## src/rtl/rdma_sq_cq_scheduler_pkg.sv

```systemverilog
// Shared request/ack layouts and scheduler state encoding for the RDMA SQ/CQ slice.
package lynxTypes;
   localparam int unsigned N_REGIONS_BITS = 4;

   typedef struct packed {
      logic [255-N_REGIONS_BITS:0] body;
      logic [N_REGIONS_BITS-1:0]   vfid;
   } dreq_t;

   typedef struct packed {
      logic [31-N_REGIONS_BITS:0] body;
      logic [N_REGIONS_BITS-1:0]  vfid;
   } ack_t;

   typedef enum logic [1:0] {ST_RUN, ST_DRAIN, ST_IDLE} sched_state_t;
endpackage

```

## src/rtl/rdma_sq_cq_scheduler_arbiter.sv

```systemverilog
// Combinational rotating-priority pick: first eligible index at or after rr_ptr.
module rdma_rr_arbiter #(
   parameter int unsigned N = 4,
   localparam int unsigned IW = (N > 1) ? $clog2(N) : 1
) (
   input  logic [N-1:0]  eligible,
   input  logic [IW-1:0] rr_ptr,
   output logic [N-1:0]  grant,
   output logic [IW-1:0] idx,
   output logic          any
);
   int unsigned j;
   logic [IW-1:0] j_idx;

   always_comb begin
      grant = '0;
      idx   = '0;
      any   = 1'b0;
      j     = 0;
      j_idx = '0;
      for (int unsigned k = 0; k < N; k++) begin
         j = 32'(rr_ptr) + k;
         if (j >= N) j = j - N;
         j_idx = IW'(j);
         if (!any && eligible[j_idx]) begin
            any          = 1'b1;
            idx          = j_idx;
            grant[j_idx] = 1'b1;
         end
      end
   end
endmodule

```

## src/rtl/rdma_sq_cq_scheduler.sv

```systemverilog
// Shares the network RDMA SQ among vFPGA requesters with per-requester credits,
// and demultiplexes network acks back to the owning requester.
module rdma_sq_cq_scheduler
   import lynxTypes::*;
#(
   parameter int unsigned N_REQ    = 4,
   parameter int unsigned SQ_BITS  = 256,
   parameter int unsigned CQ_BITS  = 32,
   parameter int unsigned VFID_LSB = 0,
   parameter int unsigned MAX_OUTS = 16
) (
   input  logic                     aclk,
   input  logic                     aresetn,
   input  logic [N_REQ-1:0]         s_sq_valid,
   output logic [N_REQ-1:0]         s_sq_ready,
   input  logic [N_REQ*SQ_BITS-1:0] s_sq_data,
   output logic                     m_sq_valid,
   input  logic                     m_sq_ready,
   output logic [SQ_BITS-1:0]       m_sq_data,
   input  logic                     s_cq_valid,
   output logic                     s_cq_ready,
   input  logic [CQ_BITS-1:0]       s_cq_data,
   output logic [N_REQ-1:0]         m_cq_valid,
   input  logic [N_REQ-1:0]         m_cq_ready,
   output logic [CQ_BITS-1:0]       m_cq_data,
   input  logic                     drain_req,
   output logic                     drained,
   output logic [1:0]               err_sticky
);
   localparam int unsigned IW = (N_REQ > 1) ? $clog2(N_REQ) : 1;
   localparam int unsigned CW = $clog2(MAX_OUTS) + 1;

   sched_state_t              state, state_nxt;
   logic [CW-1:0]             cnt [N_REQ];
   logic [IW-1:0]             rr_ptr, win_idx;
   logic [N_REQ-1:0]          eligible, win_onehot, ack_fire;
   logic                      win_any, grant_en, out_valid, cnt_zero, underflow;
   logic                      cq_in_range, cq_ready_sel;
   logic [SQ_BITS-1:0]        out_data, stamped;
   logic [N_REGIONS_BITS-1:0] cq_vfid;
   logic [1:0]                err;

   always_comb begin
      eligible = '0;
      for (int unsigned i = 0; i < N_REQ; i++)
         eligible[i] = s_sq_valid[i] && (cnt[i] < CW'(MAX_OUTS)) && (state == ST_RUN);
   end

   rdma_rr_arbiter #(.N(N_REQ)) u_arb (
      .eligible (eligible),
      .rr_ptr   (rr_ptr),
      .grant    (win_onehot),
      .idx      (win_idx),
      .any      (win_any)
   );

   // A grant may refill the output register in the same cycle it drains.
   assign grant_en   = win_any && (!out_valid || m_sq_ready);
   assign s_sq_ready = grant_en ? win_onehot : '0;
   assign m_sq_valid = out_valid;
   assign m_sq_data  = out_data;

   always_comb begin
      stamped = s_sq_data[win_idx*SQ_BITS +: SQ_BITS];
      stamped[VFID_LSB +: N_REGIONS_BITS] = N_REGIONS_BITS'(win_idx);
   end

   always_ff @(posedge aclk or negedge aresetn) begin
      if (!aresetn) begin
         out_valid <= 1'b0;
         out_data  <= '0;
         rr_ptr    <= '0;
      end else if (grant_en) begin
         out_valid <= 1'b1;
         out_data  <= stamped;
         rr_ptr    <= (win_idx == IW'(N_REQ - 1)) ? '0 : win_idx + 1'b1;
      end else if (m_sq_ready) begin
         out_valid <= 1'b0;
      end
   end

   assign cq_vfid     = s_cq_data[VFID_LSB +: N_REGIONS_BITS];
   assign cq_in_range = ({1'b0, cq_vfid} < (N_REGIONS_BITS + 1)'(N_REQ));
   assign s_cq_ready  = cq_in_range ? cq_ready_sel : 1'b1;
   assign m_cq_data   = s_cq_data;
   assign ack_fire    = m_cq_valid & m_cq_ready;

   always_comb begin
      m_cq_valid   = '0;
      cq_ready_sel = 1'b0;
      underflow    = 1'b0;
      cnt_zero     = 1'b1;
      for (int unsigned i = 0; i < N_REQ; i++) begin
         if (cq_vfid == N_REGIONS_BITS'(i)) begin
            m_cq_valid[i] = s_cq_valid;
            cq_ready_sel  = m_cq_ready[i];
         end
         if (cnt[i] != '0) cnt_zero = 1'b0;
      end
      for (int unsigned i = 0; i < N_REQ; i++)
         if (ack_fire[i] && cnt[i] == '0) underflow = 1'b1;
   end

   always_ff @(posedge aclk or negedge aresetn) begin
      if (!aresetn) begin
         for (int unsigned i = 0; i < N_REQ; i++) cnt[i] <= '0;
         err <= '0;
      end else begin
         for (int unsigned i = 0; i < N_REQ; i++) begin
            if (s_sq_ready[i] && !ack_fire[i])
               cnt[i] <= cnt[i] + 1'b1;
            else if (ack_fire[i] && !s_sq_ready[i] && cnt[i] != '0)
               cnt[i] <= cnt[i] - 1'b1;
         end
         if (underflow) err[0] <= 1'b1;
         if (s_cq_valid && !cq_in_range) err[1] <= 1'b1;
      end
   end
   assign err_sticky = err;

   always_ff @(posedge aclk or negedge aresetn) begin
      if (!aresetn) state <= ST_RUN;
      else          state <= state_nxt;
   end

   always_comb begin
      state_nxt = state;
      case (state)
         ST_RUN:   if (drain_req) state_nxt = ST_DRAIN;
         ST_DRAIN: if (!drain_req) state_nxt = ST_RUN;
                   else if (!out_valid && cnt_zero) state_nxt = ST_IDLE;
         ST_IDLE:  if (!drain_req) state_nxt = ST_RUN;
         default:  state_nxt = ST_RUN;
      endcase
   end
   assign drained = (state == ST_IDLE);
endmodule

```

## config.mk

```make
export PLATFORM = sky130hd
export DESIGN_NAME = rdma_sq_cq_scheduler
export DESIGN_NICKNAME = d
export VERILOG_FILES = /design/src/rtl/rdma_sq_cq_scheduler_pkg.sv /design/src/rtl/rdma_sq_cq_scheduler_arbiter.sv /design/src/rtl/rdma_sq_cq_scheduler.sv
export SDC_FILE = /design/constraint.sdc
export NUM_CORES = 1
export LEC_CHECK = 0
export BUFFER_PORTS_ARGS = -buffer_cell sky130_fd_sc_hd__clkbuf_2
export CAP_MARGIN = 10
export CORE_AREA = 2 2 541 543
export CTS_CLUSTER_SIZE = 20
export DETAILED_ROUTE_END_ITERATION = 10
export DIE_AREA = 0 0 543 545
export PLACE_DENSITY = 0.3
export SYNTH_ARGS = -nofsm -noshare
export SYNTH_HDL_FRONTEND = slang
export SYNTH_HIERARCHICAL = 1
export SYNTH_SLANG_ARGS = --single-unit
```

## constraint.sdc

```tcl
create_clock -name aclk -period 4.9 [get_ports aclk]
set_clock_uncertainty 0.15 [all_clocks]
set_input_delay 0.49 -clock aclk [delete_from_list [all_inputs] [get_ports aclk]]
set_output_delay 0.49 -clock aclk [all_outputs]
set_load 0.005 [all_outputs]
```

==> metrics.txt <==
Boundary Pins=1370; DP HPWL=189 mm; Residual DRC=0; unrepaired setup endpoints after global routing=false; Via density=3.01; Slew headroom=50.1%; drt wl/cell=29.7 microns; Crit-path slowest cell=nor4b_1; register area share after synthesis=39.4%; Syn Inst Count=1621; grt ovf=0; CTS tree=yes; 1st-iter DRT viols=1393; #FFs+latches synth=281; status=finished clean; H-tree lvl count=2; Placer Congestion=0.897; top-count cell post-synth=nand2_1; layout cells sized above 1=56.0%; hold slack=92.5 ps; slew at the pin with the worst max-slew slack=738 ps; slowest cell delay on critical path=690 ps; Hold Violations, Final=0; synth-to-layout area growth=81.7%; cts bufs inserted=45; share of the synthesized area in the top cell type=39.4%; clk buf depth=3; post-synth cell types=55; Critical Path Fanout Max=27; fill count=33670; drt first pass iters=5; WL final=210 mm; Skew-Pair Late Insertion Delay=650 ps; port bufs=1295; Core Area=290000 sq um; Std-Cell Rows=198; Tcrit/Tclk final=91.7%; Critical Path RT=5310 ps; CTS Root Cell=clkbuf_16; area of the multi-input gates=10100 sq um; die area=296000 sq um; leakage power=0.0149 uW; pre-CTS WS=727 ps; Max Freq=0.223 GHz; synth cell count leaders=nand2_1, dfrtp_1, mux4_2; Yosys top cell by area=dfrtp_1; crit-path cells=nor4b_1 > mux4_2 > and2b_2 > o21ai_0 > o31ai_4 > buf_12 > buf_12 > mux4_2 > dlygate4sd3_1 > nand2_1 > nand2_1; ys async rst share=100%; vias in the first global route=21113; Worst Setup End Kind=register; Main synth FF type=dfrtp_1; worst path arrival time=4900 ps; Final #Nets=4129; Vias=21248; Worst R2R Start=state[1]$_DFFE_PN0P_; crit path launch=state[1]$_DFFE_PN0P_; kind of critical path=reg -> reg; largest net degree at the start of global routing=71; Final WS setup=408 ps; Avg Inst Size Synth=11.0 sq um; total negative setup slack=0 ps; top cells by area, synth=dfrtp_1, mux4_2, nand2_1; Max-Cap Viols=0; Worst-path clk slew=60 ps; Power Density=728 nW/um^2; startpoint types=register; initial antenna violation count=334; total track usage=13.7%; Max VDD drop=0.574 mV; Sink Count=281; Layout Utilization=11.2%; postcts setup bufs=0; Starting Density=6.15%; FF/Latch Area=7030 sq um; first-pass GRT wire length=253 mm; min-delay src=s_sq_data[573]; Horiz. Die Dim=543 microns; Mapped Area=17900 sq um; EDFF count, synth=0; final period demand of the worst path=4490 ps; Ys Warns=6; final setup vio count=0; Slew Viols, Final=0; Die Height=545 microns; Worst Hold Class=in -> reg; Pwr Total=23600 uW; final antenna-violating net count=0
-- metrics by stage --
step	instance area, sq um	std cells
6_report	32400	7053
4_1_cts	32200	6969
2_1_floorplan	17900	1622
3_5_place_dp	29400	6749
3_3_place_gp	29400	6749
5_1_grt	32300	7004
-- worst paths after layout --
kind,cells after the start,endpoint,slack [ps]
setup / recovery,11,m_sq_data[156]$_DFFE_PN0N_,410
hold / removal,4,m_sq_data[61]$_DFFE_PN0N_,90
setup reg to reg,11,m_sq_data[156]$_DFFE_PN0N_,410
hold reg to reg,2,m_sq_data[117]$_DFFE_PN0N_,320
max in group asynchronous,3,m_sq_data[156]$_DFFE_PN0N_,3260
min in group asynchronous,2,m_sq_data[77]$_DFFE_PN0N_,280
-- registers in the layout, indices dropped and copies added (netlist names) --
| signal | cells |
|---|---|
| m_sq_data | 254 |
| rr_ptr | 2 |
| state | 2 |
| err_sticky | 2 |
| cnt | 20 |
| m_sq_valid | 1 |
-- cells in the final DEF (no fill, tap or decap), types with 4 or more instances in the layout --
cell / count
clkbuf_8: 10
nand3_1: 5
nand2b_1: 5
buf_4: 60
clkbuf_1: 10
clkbuf_16: 47
diode_2: 84
a21o_1: 8
nor3_1: 6
clkbuf_2: 1294
mux2i_1: 6
mux2_1: 9
fa_1: 4
nand2_1: 773
o21ai_0: 6
or3_1: 4
nor2_1: 9
buf_12: 21
xor2_1: 12
nor4b_1: 4
clkinv_2: 6
ha_1: 18
a21oi_1: 8
a22oi_1: 8
mux4_2: 255
dlygate4sd3_1: 142
dfrtp_1: 281
xnor2_1: 4
-- cell type report --
cell class                 count  share of cell area [%]
inverter                       3                  0.0347
antenna                       84                   0.648
timing repair buffer        1518                    27.1
tap                         3900                    15.0
sequential                   281                    21.7
clock buffer                  67                    4.17
multi-input combinational   1189                    31.1
clock inverter                11                   0.285
-- power breakdown --
| part | internal [uW] | total [uW] | switching (uW) |
|---|---|---|---|
| logic | 7470 | 15900 | 8420 |
| clock network | 1940 | 3350 | 1400 |
| registers | 3590 | 4380 | 791 |
| total | 13000 | 23600 | 10600 |
-- worst max-delay path, delay by kind of cell (launching register included) --
| kind | cells | cell delay, ps |
|---|---|---|
| multiplexers | 2 | 990 |
| AO/OA/AOI/OAI | 2 | 440 |
| AND/OR/NAND/NOR | 4 | 1110 |
| buffers and inverters | 3 | 1060 |
| flip-flops | 1 | 460 |
-- routing by layer --
layer  GRT usage, %  vias to the layer above  part of all wire (%)
met5              0                        -                  0.68
met4           4.59                      212                   4.3
li1               -                     8634                     -
met1           14.0                    10257                    35
met2           22.5                     1525                    46
met3           8.85                      620                    14
-- cell families after synthesis --
kind of cell | Yosys count | synth area share [%]
multiplexers | 276 | 33.7
XOR/XNOR | 16 | 0.785
AND/OR/NAND/NOR | 835 | 18.6
other | 1 | 0.0210
flip-flops | 281 | 39.4
adder cells (fa/ha/maj) | 22 | 1.71
buffers and inverters | 152 | 4.39
AO/OA/AOI/OAI | 38 | 1.42
-- timing repair --
action | 4_1_cts | 5_1_grt
setup endpoints to repair | 0 | 0
resized for setup | 0 | 0
hold buffers | 142 | 0
hold endpoints to repair | 131 | 0
No activity file was read; power rests on OpenSTA's default activity.
